File: config.mk
export PLATFORM = sky130hd
export DESIGN_NAME = fpu_op_sequencer
export DESIGN_NICKNAME = d
export VERILOG_FILES = /design/src/rtl/fpu_op_sequencer.sv
export SDC_FILE = /design/constraint.sdc
export NUM_CORES = 1
export LEC_CHECK = 0
export CELL_PAD_IN_SITES_DETAIL_PLACEMENT = 0
export CELL_PAD_IN_SITES_GLOBAL_PLACEMENT = 1
export CORE_ASPECT_RATIO = 0.6
export CORE_MARGIN = 2
export CORE_UTILIZATION = 30
export CTS_CLUSTER_DIAMETER = 30
export DETAILED_ROUTE_END_ITERATION = 8
export HOLD_SLACK_MARGIN = 0.08
export PLACE_DENSITY_LB_ADDON = 0.15
export SLEW_MARGIN = 40
export SYNTH_ARGS = -nofsm -noshare
export SYNTH_HDL_FRONTEND = slang
export SYNTH_SLANG_ARGS = --single-unit
File: constraint.sdc
create_clock -name clk -period 2.1 [get_ports clk]
set_input_delay 0.21 -clock clk [delete_from_list [all_inputs] [get_ports clk]]
set_output_delay 0.21 -clock clk [all_outputs]
set_load 0.02 [all_outputs]
File: src/rtl/fpu_op_sequencer.sv
// Registered request/response wrapper around the combinational FPU core.
// Holds core inputs for SETTLE cycles, then captures the result and IEEE flags.
module fpu_op_sequencer #(
  parameter int unsigned SETTLE = 2,
  parameter int unsigned CNT_W  = 16
) (
  input  logic             clk,
  input  logic             rst_n,
  input  logic             req_valid,
  output logic             req_ready,
  input  logic [1:0]       req_op,
  input  logic [63:0]      req_fpa,
  input  logic [63:0]      req_fpb,
  input  logic             req_db,
  input  logic             req_normal,
  input  logic [1:0]       req_rm,
  output logic [63:0]      m_fpa,
  output logic [63:0]      m_fpb,
  output logic             m_db,
  output logic             m_normal,
  output logic             m_sub,
  output logic             m_fdiv,
  output logic [1:0]       m_rm,
  input  logic [63:0]      fp_mul_out,
  input  logic [63:0]      fp_add_out,
  input  logic [4:0]       IEEp_mul,
  input  logic [4:0]       IEEp_add,
  output logic             rsp_valid,
  input  logic             rsp_ready,
  output logic [63:0]      rsp_result,
  output logic [4:0]       rsp_flags,
  output logic [4:0]       sticky_flags,
  input  logic             flag_clr,
  output logic [CNT_W-1:0] ops_done,
  output logic             busy
);

  if (SETTLE < 1 || SETTLE > 15) begin : g_bad_settle
    $error("SETTLE must be in 1..15");
  end

  typedef enum logic [1:0] {StIdle, StSettle, StResp} state_e;

  localparam logic [3:0] LoadVal = 4'(SETTLE - 1);

  state_e     r_state, w_state_nxt;
  logic [3:0] r_cnt;
  logic       r_mul_sel;
  logic       r_rdy_en;
  logic       w_accept, w_capture, w_done;
  logic [63:0] w_sel_result;
  logic [4:0]  w_sel_flags;

  always_ff @(posedge clk or negedge rst_n) begin
    if (!rst_n) r_state <= StIdle;
    else        r_state <= w_state_nxt;
  end

  always_comb begin
    w_state_nxt = r_state;
    unique case (r_state)
      StIdle:   if (req_valid && r_rdy_en) w_state_nxt = StSettle;
      StSettle: if (r_cnt == 4'd0)         w_state_nxt = StResp;
      StResp:   if (rsp_ready)             w_state_nxt = StIdle;
      default:                             w_state_nxt = StIdle;
    endcase
  end

  // Handshake qualifiers decode registered state only.
  always_comb begin
    req_ready = r_rdy_en && (r_state == StIdle);
    busy      = (r_state != StIdle);
    rsp_valid = (r_state == StResp);
    w_accept  = req_ready && req_valid;
    w_capture = (r_state == StSettle) && (r_cnt == 4'd0);
    w_done    = (r_state == StResp) && rsp_ready;
  end

  assign w_sel_result = r_mul_sel ? fp_mul_out : fp_add_out;
  assign w_sel_flags  = r_mul_sel ? IEEp_mul   : IEEp_add;

  // Holds req_ready low until the first edge after reset release.
  always_ff @(posedge clk or negedge rst_n) begin
    if (!rst_n) r_rdy_en <= 1'b0;
    else        r_rdy_en <= 1'b1;
  end

  always_ff @(posedge clk or negedge rst_n) begin
    if (!rst_n) begin
      m_fpa     <= '0;
      m_fpb     <= '0;
      m_db      <= 1'b0;
      m_normal  <= 1'b0;
      m_sub     <= 1'b0;
      m_fdiv    <= 1'b0;
      m_rm      <= '0;
      r_mul_sel <= 1'b0;
      r_cnt     <= '0;
    end else if (w_accept) begin
      m_fpa     <= req_fpa;
      m_fpb     <= req_fpb;
      m_db      <= req_db;
      m_normal  <= req_normal;
      m_sub     <= (req_op == 2'b01);
      m_fdiv    <= (req_op == 2'b11);
      m_rm      <= req_rm;
      r_mul_sel <= req_op[1];
      r_cnt     <= LoadVal;
    end else if ((r_state == StSettle) && (r_cnt != 4'd0)) begin
      r_cnt <= r_cnt - 4'd1;
    end
  end

  always_ff @(posedge clk or negedge rst_n) begin
    if (!rst_n) begin
      rsp_result <= '0;
      rsp_flags  <= '0;
    end else if (w_capture) begin
      rsp_result <= w_sel_result;
      rsp_flags  <= w_sel_flags;
    end
  end

  // A clear coinciding with a capture keeps the new flags.
  always_ff @(posedge clk or negedge rst_n) begin
    if (!rst_n) begin
      sticky_flags <= '0;
    end else if (w_capture) begin
      sticky_flags <= flag_clr ? w_sel_flags : (sticky_flags | w_sel_flags);
    end else if (flag_clr) begin
      sticky_flags <= '0;
    end
  end

  always_ff @(posedge clk or negedge rst_n) begin
    if (!rst_n)      ops_done <= '0;
    else if (w_done) ops_done <= ops_done + {{(CNT_W-1){1'b0}}, 1'b1};
  end

endmodule
; Word level (Yosys, flattened, before mapping)
; Index checks and enable logic that the tools add are counted.
[word_totals]
regBits = 232
out_inout_bits = 227
word_cells = 49
[classes]
addsub = 2
eq_ne = 7
n_mux = 11
n_bitwise = 1
reduce_logical = 13
[op_table]
columns = operator, n
row1 = 2-to-1 mux 64 bit, 1
row2 = 2-to-1 mux 5 bit, 4
row3 = "adder 16 x 1 -> 16 bit, second input constant", 1
row4 = 2-to-1 mux 4 bit, 2
row5 = logical AND 1 bit, 6
row6 = 2-to-1 mux 2 bit, 3
row7 = case mux 2 bit (3 select lines), 1
row8 = nonzero test 2 bit, 3
row9 = bitwise OR 5 bit, 1
row10 = "== test 2 x 1 -> 1 bit, second input constant", 2
row11 = "== test 2 bit, second input constant", 2
row12 = zero test 4 bit, 1
row13 = "inequality test 2 x 1 -> 1 bit, second input constant", 2
row14 = nonzero test 4 bit, 1
row15 = "subtractor 4 x 1 -> 4 bit, second input constant", 1
row16 = AND reduction 3 bit, 1
row17 = zero test 2 bit, 1
row18 = "inequality test 2 bit, second input constant", 1

; Longest topological paths before layout
[depth]
depth_word = 4
ltp_mapped = 9

; Worst setup path after synthesis
; Ideal clock, no wire load.
[synth_timing]
kind = register to register
startpoint = register r_state[1]
endpoint = register m_fpa[0]
t_arrival_ns = 1.695
slack_ns = 0.280
stages_incl_launch_ff = 7
cell_sequence = dfrtp_1 -> nor3b_2 -> and2_1 -> buf_2 -> buf_6 -> buf_6 -> mux2_2
[synth_via]
elab_chain_cells = 3
[synth_rtl]
columns = item, line_no
row1 = "start, declared", 46  ; state_e r_state, w_state_nxt;
row2 = "start signal, assigned", 55  ; if (!rst_n) r_state <= StIdle;
row3 = "start signal, assigned", 56  ; else r_state <= w_state_nxt;
row4 = zero test 2 bit, 71  ; req_ready = r_rdy_en && (r_state == StIdle);
row5 = logical AND 1 bit, 71
row6 = named net req_ready, 10  ; output logic req_ready,
row7 = logical AND 1 bit, 74  ; w_accept = req_ready && req_valid;
row8 = "end signal, assigned", 100  ; m_fpa <= req_fpa;
row9 = "end, declared", 17  ; output logic [63:0] m_fpa,
; The timed path passes the listed nets, and every way through them passes these cells.
; A chain may end at the register's enable or synchronous reset.

; Worst setup path in the final report
[layout_timing]
startpoint = register r_state[1]
endpoint = output port busy
[layout_via]
elab_chain_cells = 1
[layout_rtl]
columns = item, line_no
row1 = nonzero test 2 bit, 72  ; busy = (r_state != StIdle);
row2 = "end, declared", 35  ; output logic busy
; No other way between the ends.

==> impl_results.md <==
- Result of the run: finished clean
- Number of endpoints with negative hold slack in the final report: 0
- CTS HTree Levels: 2
- Fraction of final layout cells sized beyond drive strength 1: 0.186
- Vias in the first global route: 7603
- Number of standard cells after synthesis: 699
- Crit start category: flop
- Final setup slack of the worst path: 0.206 ns
- Wire length reported by the detailed router: 31400 um
- Clock latency at the later pin of the worst-skew pair: 0.53 ns
- Worst Setup SP: r_state[1]$_DFFE_PN0P_
- TritonCTS Buffers: 44
- Sort of element at the end of the critical path: primary output
- Net count after synthesis: 979
- Initial antenna violation count: 2
- Total area of sequential cells: 0.00581 mm2
- Arr. time, crit path: 1.68 ns
- Share of the synthesized area in the top cell type: 0.611
- Width of the chip: 234 um
- Area Overhead vs Synth: 74.2%
- Router iterations before antenna repair: 4
- Pre-CTS worst setup slack: 0.248 ns
- Cell row count: 50
- Required time of the critical path: 1.89 ns
- FF-to-FF setup slack: 0.25 ns
- Multi-input logic area: 0.00334 mm2
- Most frequently used flop master after synthesis: dfrtp_1
- Die Height: 142 um
- Mean instance size in the synthesized netlist: 13.6 um2
- Maximum capacitance violations: 0
- Clock skew: 0.0132 ns
- Top-level I/O count: 504
- Share of the yosys chip area belonging to registers: 0.611
- Cell at the root of the clock tree: clkbuf_16
- Maximum resistive drop on vdd: 0.858 mV
- Setup crit end: busy
- Worst setup path category: flop to primary output
- Fmax: 0.528 GHz
- Setup TNS: 0 ns
- Distinct cell type count of the synthesized netlist: 34
- DR vias/cell: 4.37
- Drt initial violations: 234
- TritonCTS clock tree: done
- Unrepaired setup endpoints after global routing: false
- YS warnings: 0
- Largest net degree at the start of global routing: 96
- Overall via count from detail_route: 7306
- Maximum fanout encountered on the critical timing path: 5
- Crit Reg-Reg Startpoint: r_cnt[0]$_DFFE_PN0P_
- Share of the clock period used by the worst path after layout: 0.902
- Effective utilization at floorplan: 0.305
- # placed instances: 1592
- Max-slew violation count: 0
- Number of failing setup endpoints in the final timing report: 0
- Static power due to leakage: 7.08 nW
- Clk pin slew, worst setup/hold paths: 0.05 ns
- Final routed wire length divided by cell count: 18.8 um
- Area of the core: 0.0312 mm2
- Class of the most critical hold timing path: input port to asynchronous set/reset pin
- Buffer count from post-CTS setup fixing: 0
- Routability congestion estimate: 0.836
- Remaining global-route overflow: 0
- Number of enable-type register cells in the synthesized netlist: 0
- Count of filler cells inserted in the layout: 2678
- Antenna-violating nets left: 0
- Final antenna diode count: 0
- # clock sinks: 232
- Final net count: 1503
- Synth area leaders: dfrtp_1 61%, mux2_2 16%, mux2i_1 7.3%
- Final non-filler cell total: 1672
- Detailed placer's ending HPWL: 24100 um
- R2R Path End: rsp_result[56]$_DFFE_PN0P_
- Cell taking the most area after synthesis: dfrtp_1
- Global-route wire length before repair: 46200 um
- Min cycle time layout: 1.89 ns
- Cell Pwr Density: 1630 mW/mm2
- Overall Global Routing Usage: 0.184
- Depth of the most critical reg-to-reg path: 7
- Number of input and output port buffers inserted: 503
- Die Outline Area: 0.0331 mm2
- Buffer depth of the longest clock path: 3
- Post-detailed-route DRC marker count: 0
- Mapped cell area: 0.00950 mm2
- FF+latch count, synth: 232
- Async S/R FF share, synth: 1.00
- Fin util: 0.531
-- worst min path at each step --
stage	start	to	depth (start not counted)
after detailed placement	rst_n	rsp_result[17]$_DFFE_PN0P_	1
after global routing	rst_n	rsp_result[15]$_DFFE_PN0P_	2
final	rst_n	rsp_result[18]$_DFFE_PN0P_	2
after floorplan	rst_n	m_db$_DFFE_PN0N_	0
after global placement	rst_n	rsp_result[17]$_DFFE_PN0P_	1
after CTS	rst_n	rsp_result[17]$_DFFE_PN0P_	2
-- placed cells by master, fill, tap and decap left out, drive strengths merged, types with 2 or more instances in the layout --
cell type | netlist | routed
clkinv | 0 | 8
a21oi | 2 | 2
clkdlybuf4s50 | 0 | 500
nand2b | 2 | 2
inv | 14 | 18
xnor2 | 9 | 9
mux2i | 69 | 69
clkbuf | 13 | 53
nor3 | 3 | 3
buf | 27 | 15
bufinv | 0 | 8
nor2 | 6 | 6
and4 | 2 | 2
clkinvlp | 0 | 6
xor2 | 8 | 8
and3 | 2 | 2
nand4 | 5 | 5
mux2 | 134 | 134
nand3 | 5 | 5
nand2 | 75 | 75
o21ai | 72 | 72
and2 | 3 | 3
ha | 3 | 3
dfrtp | 232 | 232
dlygate4sd2 | 0 | 2
o22ai | 5 | 5
-- Yosys cell counts, types with 2 or more instances --
master	instances
dfrtp_1	232
mux2_2	134
nand2_1	75
mux2i_1	69
o21ai_1	54
buf_6	19
o21ai_0	18
inv_1	14
clkbuf_1	12
xnor2_1	9
buf_2	8
xor2_1	8
nor2_1	6
nand3_1	5
nand4_1	5
o22ai_2	5
and2_1	3
ha_1	3
nor3_1	3
and3_1	2
and4_1	2
-- power breakdown --
group	leakage [nW]	total, mW	switching [mW]	internal (mW)
logic	3.54	11.8	5.83	6.01
clock network	0.740	7.35	2.38	4.97
registers	2.81	7.74	1.13	6.61
-- worst max-delay path, stage by stage (launching register included) --
cell             delay (ns)
dfrtp_1                0.42
nor2_1                 0.07
inv_1                  0.06
clkdlybuf4s50_1        0.61
-- metrics by stage --
| step | instance area (um2) | hold WS (ns) | power, mW |
|---|---|---|---|
| finish | 16500 | 0.187 | 26.9 |
| floorplan | 9500 | -0.0856 | 13.8 |
| global placement | 15000 | 0.162 | 19.7 |
| global route | 16500 | 0.204 | 28.4 |
| CTS | 16500 | 0.185 | 27.4 |
| detailed placement | 15000 | 0.168 | 19.8 |
-- timing repair --
action | 4_1_cts | 5_1_grt
endpoints found under the hold margin | 232 | 0
hold buffers | 1 | 0
setup endpoints to repair | 2 | 0
gates resized for setup | 2 | 0
-- cell families (layout without fill, tap and decap cells) --
group	after synthesis	after routing	share of synthesized area
multiplexers	203	203	0.232
buffers and inverters	54	611	0.0376
adder cells (fa/ha/maj)	3	3	0.00395
AO/OA/AOI/OAI	80	80	0.0469
flip-flops	232	232	0.611
XOR/XNOR	17	17	0.0157
other	1	1	0.000395
AND/OR/NAND/NOR	109	109	0.0524
-- registers in the layout (all words and copies together) (netlist names) --
| signal | cells |
|---|---|
| r_rdy_en | 1 |
| m_normal | 1 |
| m_db | 1 |
| sticky_flags | 5 |
| r_mul_sel | 1 |
| m_sub | 1 |
| m_fpb | 64 |
| ops_done | 16 |
| rsp_result | 64 |
| rsp_flags | 5 |
| m_fpa | 64 |
| r_cnt | 4 |
| m_rm | 2 |
| r_state | 2 |
| m_fdiv | 1 |
-- routing by layer --
layer	share of wire	up-vias	track usage
met5	0.00080	-	0
met4	0.027	4	0.0596
met3	0.085	65	0.0687
met2	0.47	250	0.296
met1	0.42	3493	0.230
li1	-	3494	-
-- cell type report --
type / count / area share
Timing Repair Buffer: 518 / 0.319
Inverter: 14 / 0.00318
Sequential cell: 232 / 0.351
Tap cell: 416 / 0.0315
Clock inverter: 26 / 0.0222
Multi-Input combinational cell: 413 / 0.202
Clock buffer: 53 / 0.0711
Note: power is estimated with default switching activity, not from simulation.
